--- src/rtl/stopwatch_pkg.sv ---
// ============================================================================
// Module   : stopwatch_pkg
// Brief    : Shared types and constants for the lap_stopwatch core.
// Revision : 1.0 - initial release
// ============================================================================
`default_nettype none

package stopwatch_pkg;

    typedef enum logic [1:0] {
        IDLE  = 2'd0,
        RUN   = 2'd1,
        PAUSE = 2'd2
    } state_t;

    localparam int MAX_DIGITS = 8;

    // Moduli from the least significant digit: cs, cs-tens, s, s-tens, m, m-tens, h, h-tens
    localparam logic [3:0] DIGIT_MOD [MAX_DIGITS] = '{
        4'd10, 4'd10, 4'd10, 4'd6, 4'd10, 4'd6, 4'd10, 4'd10
    };

    // Active-low {g,f,e,d,c,b,a} for hex values 0..F
    localparam logic [6:0] SEG_LUT [16] = '{
        7'h40, 7'h79, 7'h24, 7'h30, 7'h19, 7'h12, 7'h02, 7'h78,
        7'h00, 7'h10, 7'h08, 7'h03, 7'h46, 7'h21, 7'h06, 7'h0E
    };

    localparam logic [MAX_DIGITS-1:0] DP_DIGITS = 8'b0001_0100;

endpackage

`default_nettype wire

--- src/rtl/seg7_decoder.sv ---
// ============================================================================
// Module   : seg7_decoder
// Brief    : Combinational BCD + decimal point to active-low segment pattern.
// Revision : 1.0 - initial release
// ============================================================================
`default_nettype none

module seg7_decoder (
    input  logic [3:0] bcd,
    input  logic       dp,
    output logic [7:0] cn
);
    import stopwatch_pkg::*;

    assign cn = {~dp, SEG_LUT[bcd]};

endmodule

`default_nettype wire

--- src/rtl/lap_stopwatch.sv ---
// ============================================================================
// Module   : lap_stopwatch
// Brief    : BCD stopwatch (run/pause/clear, optional lap hold) driving a
//            multiplexed common-anode 7-segment display.
//            Lap hold is built only when LAP_STOPWATCH_LAP_EN is defined.
// Revision : 1.0 - initial release
// ============================================================================
`default_nettype none

module lap_stopwatch #(
    parameter int TICK_DIV   = 1_000_000,
    parameter int SCAN_DIV   = 100_000,
    parameter int NUM_DIGITS = 8
) (
    input  logic                  clk,
    input  logic                  resetb,
    input  logic                  start_stop,
    input  logic                  lap,
    input  logic                  clear,
    output logic [NUM_DIGITS-1:0] an,
    output logic [7:0]            cn,
    output logic                  running,
    output logic                  overflow
);
    import stopwatch_pkg::*;

    localparam int TW = $clog2(TICK_DIV);
    localparam int SW = (SCAN_DIV > 1) ? $clog2(SCAN_DIV) : 1;
    localparam int IW = $clog2(NUM_DIGITS);
    localparam int CW = 4 * NUM_DIGITS;

    state_t          state_q, state_d;
    logic [TW-1:0]   presc_q, presc_d;
    logic [CW-1:0]   digits_q, digits_d;
    logic            overflow_q, overflow_d;
    logic            running_q, running_d;
    logic            ss_in_q, clr_in_q;
    logic [SW-1:0]   scan_q, scan_d;
    logic [IW-1:0]   idx_q, idx_d;
    logic [NUM_DIGITS-1:0] an_q, an_d;
    logic [7:0]      cn_q, cn_d;

    logic            ev_ss, ev_clr, clr_ok, tick, carry;
    logic [CW-1:0]   src;
    logic [3:0]      disp_digit;
    logic [2:0]      dp_idx;

    assign ev_ss  = start_stop & ~ss_in_q;
    assign ev_clr = clear & ~clr_in_q;
    assign clr_ok = ev_clr && (state_q != RUN);
    assign tick   = (state_q == RUN) && (presc_q == TW'(TICK_DIV - 1));

    always_comb begin
        carry      = tick;
        digits_d   = digits_q;
        for (int i = 0; i < NUM_DIGITS; i++) begin
            if (carry) begin
                if (digits_q[4*i +: 4] == DIGIT_MOD[i] - 4'd1) begin
                    digits_d[4*i +: 4] = 4'd0;
                end else begin
                    digits_d[4*i +: 4] = digits_q[4*i +: 4] + 4'd1;
                    carry              = 1'b0;
                end
            end
        end
        // A carry surviving the whole chain means every digit was at maximum
        overflow_d = overflow_q | carry;

        presc_d = presc_q;
        if (state_q == RUN) begin
            presc_d = tick ? '0 : presc_q + TW'(1);
        end

        state_d = state_q;
        if (clr_ok) begin
            state_d = IDLE;
        end else if (ev_ss) begin
            case (state_q)
                IDLE:    state_d = RUN;
                RUN:     state_d = PAUSE;
                PAUSE:   state_d = RUN;
                default: state_d = IDLE;
            endcase
        end

        if (clr_ok) begin
            digits_d   = '0;
            overflow_d = 1'b0;
            presc_d    = '0;
        end
        running_d = (state_d == RUN);
    end

`ifdef LAP_STOPWATCH_LAP_EN
    logic          lap_in_q, hold_q, hold_d, ev_lap;
    logic [CW-1:0] lap_q, lap_d;

    assign ev_lap = lap & ~lap_in_q;

    always_comb begin
        hold_d = hold_q;
        lap_d  = lap_q;
        if (ev_lap) begin
            if (hold_q) begin
                hold_d = 1'b0;
            end else if (state_q == RUN) begin
                hold_d = 1'b1;
                lap_d  = digits_q;
            end
        end
        if (clr_ok) begin
            hold_d = 1'b0;
        end
    end

    always_ff @(posedge clk or negedge resetb) begin
        if (!resetb) begin
            lap_in_q <= 1'b0;
            hold_q   <= 1'b0;
            lap_q    <= '0;
        end else begin
            lap_in_q <= lap;
            hold_q   <= hold_d;
            lap_q    <= lap_d;
        end
    end

    assign src = hold_q ? lap_q : digits_q;
`else
    logic unused_lap;
    assign unused_lap = lap;
    assign src        = digits_q;
`endif

    always_comb begin
        scan_d = scan_q + SW'(1);
        idx_d  = idx_q;
        if (scan_q == SW'(SCAN_DIV - 1)) begin
            scan_d = '0;
            idx_d  = (idx_q == IW'(NUM_DIGITS - 1)) ? '0 : idx_q + IW'(1);
        end
        an_d = ~(NUM_DIGITS'(1) << idx_q);
    end

    assign disp_digit = src[{idx_q, 2'b00} +: 4];
    assign dp_idx     = 3'(idx_q);

    seg7_decoder u_seg7_decoder (
        .bcd (disp_digit),
        .dp  (DP_DIGITS[dp_idx]),
        .cn  (cn_d)
    );

    always_ff @(posedge clk or negedge resetb) begin
        if (!resetb) begin
            state_q    <= IDLE;
            presc_q    <= '0;
            digits_q   <= '0;
            overflow_q <= 1'b0;
            running_q  <= 1'b0;
            ss_in_q    <= 1'b0;
            clr_in_q   <= 1'b0;
            scan_q     <= '0;
            idx_q      <= '0;
            an_q       <= '1;
            cn_q       <= 8'hFF;
        end else begin
            state_q    <= state_d;
            presc_q    <= presc_d;
            digits_q   <= digits_d;
            overflow_q <= overflow_d;
            running_q  <= running_d;
            ss_in_q    <= start_stop;
            clr_in_q   <= clear;
            scan_q     <= scan_d;
            idx_q      <= idx_d;
            an_q       <= an_d;
            cn_q       <= cn_d;
        end
    end

    assign an       = an_q;
    assign cn       = cn_q;
    assign running  = running_q;
    assign overflow = overflow_q;

endmodule

`default_nettype wire

--- config.mk ---
export PLATFORM = sky130hd
export DESIGN_NAME = lap_stopwatch
export DESIGN_NICKNAME = d
export VERILOG_FILES = /design/src/rtl/stopwatch_pkg.sv /design/src/rtl/seg7_decoder.sv /design/src/rtl/lap_stopwatch.sv
export SDC_FILE = /design/constraint.sdc
export NUM_CORES = 1
export LEC_CHECK = 0
export ABC_AREA = 1
export ABC_CLOCK_PERIOD_IN_PS = 2500
export CORE_UTILIZATION = 30
export DETAILED_ROUTE_END_ITERATION = 8
export PLACE_DENSITY = 0.51
export SLEW_MARGIN = 20
export SYNTH_ARGS = -nofsm -noshare
export SYNTH_HDL_FRONTEND = slang
export SYNTH_HIERARCHICAL = 1
export SYNTH_SLANG_ARGS = --single-unit
--- constraint.sdc ---
create_clock -name clk -period 2.5 [get_ports clk]
set_clock_uncertainty 0.05 [all_clocks]
set_input_delay 0.5 -clock clk [delete_from_list [all_inputs] [get_ports clk]]
set_output_delay 0.5 -clock clk [all_outputs]
set_load 0.01 [all_outputs]
---- Word level (Yosys, flattened, before mapping) ----
Memory sizes are Yosys's and may differ from the RTL's. A register that Yosys moved wholly into a read port is not among the register bits.
Index checks and enable logic that the tools add are counted.
word-level totals
  memories kept ........................... 2
  register bits after elaboration ......... 94
  word-level logic and storage cells ...... 117
  bits of input ports ..................... 5
  output and inout port bits .............. 18
  memory bits (read-only) ................. 120
memory list
  name             words  bits a word  rd ports  clocked after memory_dff  write ports  RTL line              text
  (no name shown)  16     7            1         1                         0            seg7_decoder.sv:15    assign cn = {~dp, SEG_LUT[bcd]};
  (no name shown)  8      1            1         0                         0            lap_stopwatch.sv:150  .dp (DP_DIGITS[dp_idx]),
operators by class
  bitwise logic cells ..................... 8
  multiplexer cells ....................... 45
  equality and inequality tests ........... 15
  shift-type cells ........................ 2
  $lt $le $gt $ge ......................... 2
  reductions and logical operators ........ 14
  add/sub/neg operators ................... 11
operators by type and width
  kind                     number
  $mux W4                  16
  $mux W20                 3
  $add A4 B1 Y4 const B    8
  $mux W32                 1
  $shiftx A32 B6 Y4        1
  $eq A4 B4 Y1 const B     6
  $add A20 B1 Y20 const B  1
  $eq A20 B20 Y1 const B   1
  $mux W1                  18
  $reduce_bool A2 Y1       9
  $add A17 B1 Y17 const B  1
  $eq A17 B17 Y1 const B   1
  $mux W17                 1
  $mux W7                  2
  $eq A4 B3 Y1 const B     2
  $not A8 Y8               1
  $shl A1 B3 Y8 const A    1
  $ge A5 B5 Y1 const B     1
  $not A4 Y5               1
  $eq A2 B1 Y1 const B     2
  $lt A3 B4 Y1 const B     1
  $mux W2                  2
  $pmux W2 S2              1
  $add A3 B1 Y3 const B    1
  other kinds (11)         15

---- Longest topological paths before layout ----
  word-level depth ........................ 12
  gate-level depth with buffers ........... 13
  depth with buffers taken out ............ 12

---- Cells and area by module ----
Netlist, hierarchy kept.
by module, submodules not included
  module         cells an instance  area each (µm²)  seq. area each (µm²)  instances
  lap_stopwatch  599                5,048.6          2,372.3               1
  seg7_decoder   50                 277.8            0.0                   1

---- Worst setup path after synthesis ----
OpenSTA, ideal clock, no wires.
  kind .................................... register -> register
  start point ............................. register idx_q[1], in the netlist dp_idx[1]
  end point ............................... register cn_q[3], in the netlist cn[3]
  stages on the path, launching flop included .. 12
  data arrival time ....................... 2.060 ns
  required time ........................... 2.390 ns
  period minus slack after synthesis ...... 2.170 ns
  setup slack ............................. 0.330 ns
  library setup time ...................... 0.060 ns
  buffers on the path ..................... 2
  cells stage by stage .................... dfrtp_1 clkbuf_1 inv_1 clkbuf_1 a21oi_1 o21ai_0 a31oi_1 inv_1 ha_1 nand2_1 nand3_1 nand2_1
on the way
  word-level cells in the longest chain between the ends .. 2
RTL lines
  what                              RTL line              text
  from (decl)                       lap_stopwatch.sv:39   logic [IW-1:0] idx_q, idx_d;
  from (signal assigned)            lap_stopwatch.sv:176  idx_q <= idx_d;
  $shiftx A32 B6 Y4                 lap_stopwatch.sv:145  assign disp_digit = src[{idx_q, 2'b00} +: 4];
  net disp_digit[1]                 lap_stopwatch.sv:45   logic [3:0] disp_digit;
  $not A4 Y5 (not written as such)  seg7_decoder.sv:15
  to (decl)                         lap_stopwatch.sv:41   logic [7:0] cn_q, cn_d;
The timed path passes the listed nets, and every way through them passes these cells.
A chain may end at the register's enable or synchronous reset.

---- Worst setup path in the final report ----
  start point ............................. register idx_q[0], in the netlist dp_idx[0]
  end point ............................... register cn_q[0], in the netlist cn[0]
The elaborated chain is that of the path after synthesis.

==> impl_metrics.env <==
export IMPL_run_status="finished clean"
export IMPL_drcViolationCount=0
export IMPL_drt_wl_total_mm=11.6
export IMPL_nets=719
export IMPL_die_w_um=135
export IMPL_timing_setup_tns_ns=0
export IMPL_grt_antenna_before_repair=0
export IMPL_ys_seq_elements=94
export IMPL_core_rowCount=48
export IMPL_setup_violations=0
export IMPL_first_global_vias=4241
export IMPL_grt_pass1_wl_mm=20.0
export IMPL_worst_ir_drop_vdd_v=0.000333
export IMPL_dr_first_iter_drc_count=158
export IMPL_final_min_period_over_clock_period_pct=88.3
export IMPL_floorplan_die_area_mm2=0.0183
export IMPL_place_gp_congestion=0.824
export IMPL_cts_hold_buf=0
export IMPL_number_of_clock_buffers_inserted_by_tritoncts=9
export IMPL_synth_compound_gate_area_share_pct=11.0
export IMPL_fraction_of_synthesized_area_in_multiplexers_pct=0
export IMPL_setup_ws_ns=0.293
export IMPL_post_synth_xor_area_fraction_pct=3.12
export IMPL_cts_repair_timing_setup_buffer_count=0
export IMPL_synthArstFlopShare_pct=100
export IMPL_timing_slew_headroom_pct=47.1
export IMPL_clk_pin_slew_worst_paths_ns=0.07
export IMPL_worst_hold_path_type="input port to asynchronous set/reset pin"
export IMPL_cts_max_level=3
export IMPL_synth_simple_gate_area_share_pct=26.3
export IMPL_clock_latency_ns=0.35
export IMPL_kind_of_launch_point_of_the_worst_setup_path="flop"
export IMPL_timing_setup_critical_path_class="flop to flop"
export IMPL_cts_num_sinks=94
export IMPL_final_period_minus_worst_setup_slack_ns=2.21
export IMPL_antenna_violating_nets_post_route=0
export IMPL_cp_data_arrival_time_ns=2.44
export IMPL_dp_hpwl_mm=8.80
export IMPL_critical_path_endpoint_type="flop"
export IMPL_cell_chosen_for_the_clock_root="sky130_fd_sc_hd__clkbuf_16"
export IMPL_instance_count_of_the_mapped_netlist=649
export IMPL_combinational_family_with_the_most_area_after_synthesis="simple AND/OR/NAND/NOR gates"
export IMPL_total_leakage_power_nw=2.81
export IMPL_pin_count_of_the_biggest_net_entering_global_routing=43
export IMPL_final_cell_mix="116 x sky130_fd_sc_hd__nand2_1, 87 x sky130_fd_sc_hd__inv_1, 78 x sky130_fd_sc_hd__dfrtp_1, 65 x sky130_fd_sc_hd__nor2_1"
export IMPL_routed_via_density=4.74
export IMPL_place_ws_ns=0.0797
export IMPL_globalRouteOverflowTotal=0
export IMPL_number_of_synthesized_flops_with_an_enable_pin=0
export IMPL_ctsLongestPathBuffers=2
export IMPL_cts_tree="done"
export IMPL_synth_flop_cell="sky130_fd_sc_hd__dfrtp_1"
export IMPL_yosysWarnings=6
export IMPL_total_i_o_pin_count=23
export IMPL_post_synth_num_cell_types=41
export IMPL_ratio_of_cells_with_drive_above_1_in_the_final_layout_pct=11.8
export IMPL_timing_worst_slew_pin_value_ns=0.790
export IMPL_syn_mean_instance_area_um2=8.21
export IMPL_crit_required_ns=2.73
export IMPL_layout_commonest_cell="sky130_fd_sc_hd__nand2_1"
export IMPL_total_nets_after_synthesis=685
export IMPL_core_region_area_mm2=0.0173
export IMPL_final_hold_viol_count=0
export IMPL_synthesized_cell_area_mm2=0.00533
export IMPL_routed_wire_length_per_instance_um=12.7
export IMPL_num_antenna_cells=0
export IMPL_die_height_um=135
export IMPL_flow_area_growth_from_synthesis_pct=16.0
export IMPL_globalRouteTotalUtil_pct=13.7
export IMPL_worst_hold_slack_ns=0.0859
export IMPL_post_synth_fa_ha_maj_area_fraction_pct=7.28
export IMPL_buffer_ports_inserted=21
export IMPL_max_cap_violations=0
export IMPL_critical_path_peak_fanout=17
export IMPL_max_clock_freq_mhz=453
export IMPL_synth_seq_area_share_pct=44.5
export IMPL_grt_setup_unrepaired="no"
export IMPL_floorplan_initialDensity_pct=30.8
export IMPL_finalMaxSlewViolations=0
export IMPL_drt_first_pass_iters=4
export IMPL_route_vias_total=4327
export IMPL_areal_power_density_over_the_cells_mw_per_mm2=628
## final timing paths
kind                            from         to  slack [ns]  cells past startpoint
setup / recovery           dp_idx[0]      cn[0]        0.29                      8
setup reg to reg           dp_idx[0]      cn[0]        0.29                      8
hold reg to reg            scan_q[0]  scan_q[0]        0.41                      1
max in group asynchronous     resetb      an[7]        1.65                      2
min in group clk           scan_q[0]  scan_q[0]        0.41                      1
hold / removal                resetb  scan_q[2]        0.09                      1
## logic make-up after synthesis
group	Yosys count
simple gates	292
buf+inv	107
compound gates	106
flops	94
xor+xnor	19
fa+ha+maj	31
## worst max-delay path: stages, from the launching register on
cell and delay (ns):
sky130_fd_sc_hd__dfrtp_1 0.46, sky130_fd_sc_hd__inv_1 0.39, sky130_fd_sc_hd__nand2_1 0.09, sky130_fd_sc_hd__o21ai_0 0.09
sky130_fd_sc_hd__a221oi_1 0.11, sky130_fd_sc_hd__a31oi_1 0.61, sky130_fd_sc_hd__inv_2 0.15, sky130_fd_sc_hd__nand3_1 0.13
sky130_fd_sc_hd__nand2_1 0.06
## layer usage
layer,vias up,track usage [%],wire length (um),share of wire (%)
met5,-,0,0,0
met4,0,4.87,155,1.3
met3,11,2.24,329,2.8
met2,60,22.3,5430,47
met1,2074,18.4,5710,49
li1,2182,-,-,-
## Yosys cell counts (2+ instances only)
library cell               count  area share (%)
sky130_fd_sc_hd__nor2_4        8             1.7
sky130_fd_sc_hd__nand4_1      14             1.6
sky130_fd_sc_hd__nor4_1        4            0.47
sky130_fd_sc_hd__ha_1         31             7.3
sky130_fd_sc_hd__nand3_1      47             4.4
sky130_fd_sc_hd__o21ai_0      47             4.4
sky130_fd_sc_hd__buf_2         2            0.19
sky130_fd_sc_hd__a21oi_1      37             3.5
sky130_fd_sc_hd__nand3b_1      2            0.28
sky130_fd_sc_hd__clkbuf_1      8            0.56
sky130_fd_sc_hd__o21a_1        2            0.28
sky130_fd_sc_hd__a31oi_1       4            0.47
sky130_fd_sc_hd__inv_1        87             6.1
sky130_fd_sc_hd__dfrtp_1      78              37
sky130_fd_sc_hd__o31ai_1       3            0.42
sky130_fd_sc_hd__nor3b_1       3            0.42
sky130_fd_sc_hd__dfstp_2      16             7.9
sky130_fd_sc_hd__a221oi_1      3            0.49
sky130_fd_sc_hd__xor2_1       14             2.3
sky130_fd_sc_hd__xnor2_1       5            0.82
sky130_fd_sc_hd__nand4_2       3            0.70
sky130_fd_sc_hd__nor3_1       17             1.6
sky130_fd_sc_hd__nand2_4       2            0.42
sky130_fd_sc_hd__nand2_2       3            0.35
sky130_fd_sc_hd__inv_2         8            0.56
sky130_fd_sc_hd__o21ai_1       2            0.19
sky130_fd_sc_hd__nand2_1     116             8.2
sky130_fd_sc_hd__nor2_2        4            0.47
sky130_fd_sc_hd__o21ai_2       3            0.49
sky130_fd_sc_hd__nor2_1       65             4.6
## through the flow
| stage | instances | util [%] | power, mW | cell area (um^2) |
|---|---|---|---|---|
| finish | 913 | 35.7 | 3.88 | 6180 |
| global route | 913 | 35.7 | 4.12 | 6180 |
| CTS | 913 | 35.7 | 3.94 | 6170 |
| detailed placement | 897 | 34.0 | 2.57 | 5890 |
| global placement | 897 | 34.0 | 2.55 | 5890 |
| floorplan | 649 | - | 2.30 | 5330 |
## timing repair
item / 4_1_cts / 5_1_grt
gates resized for setup: 0 / 1
setup endpoints to repair: 0 / 7
hold endpoints to repair: 0 / 0
## where the power goes
part	switching (mW)	leakage (nW)	internal [mW]
clock network	0.627	0.141	0.715
logic	0.421	1.46	0.286
registers	0.140	1.21	1.69
total	1.19	2.81	2.69
## layout make-up
cell class / instances / area (um^2)
tap: 225 / 282
sequential: 94 / 2370
clock inverter: 5 / 43.8
fill: 1780 / 11100
multi-input combinational: 448 / 2550
inverter: 96 / 360
clock buffer: 11 / 243
timing repair buffer: 34 / 330
## flip-flops by register name, indices dropped and copies added, names as in the netlist, 2 cells and up
signal	count
cn	8
state_q	2
presc_q	20
scan_q	17
digits_q	32
an	8
dp_idx	3
(Power assumes the default switching activity.)
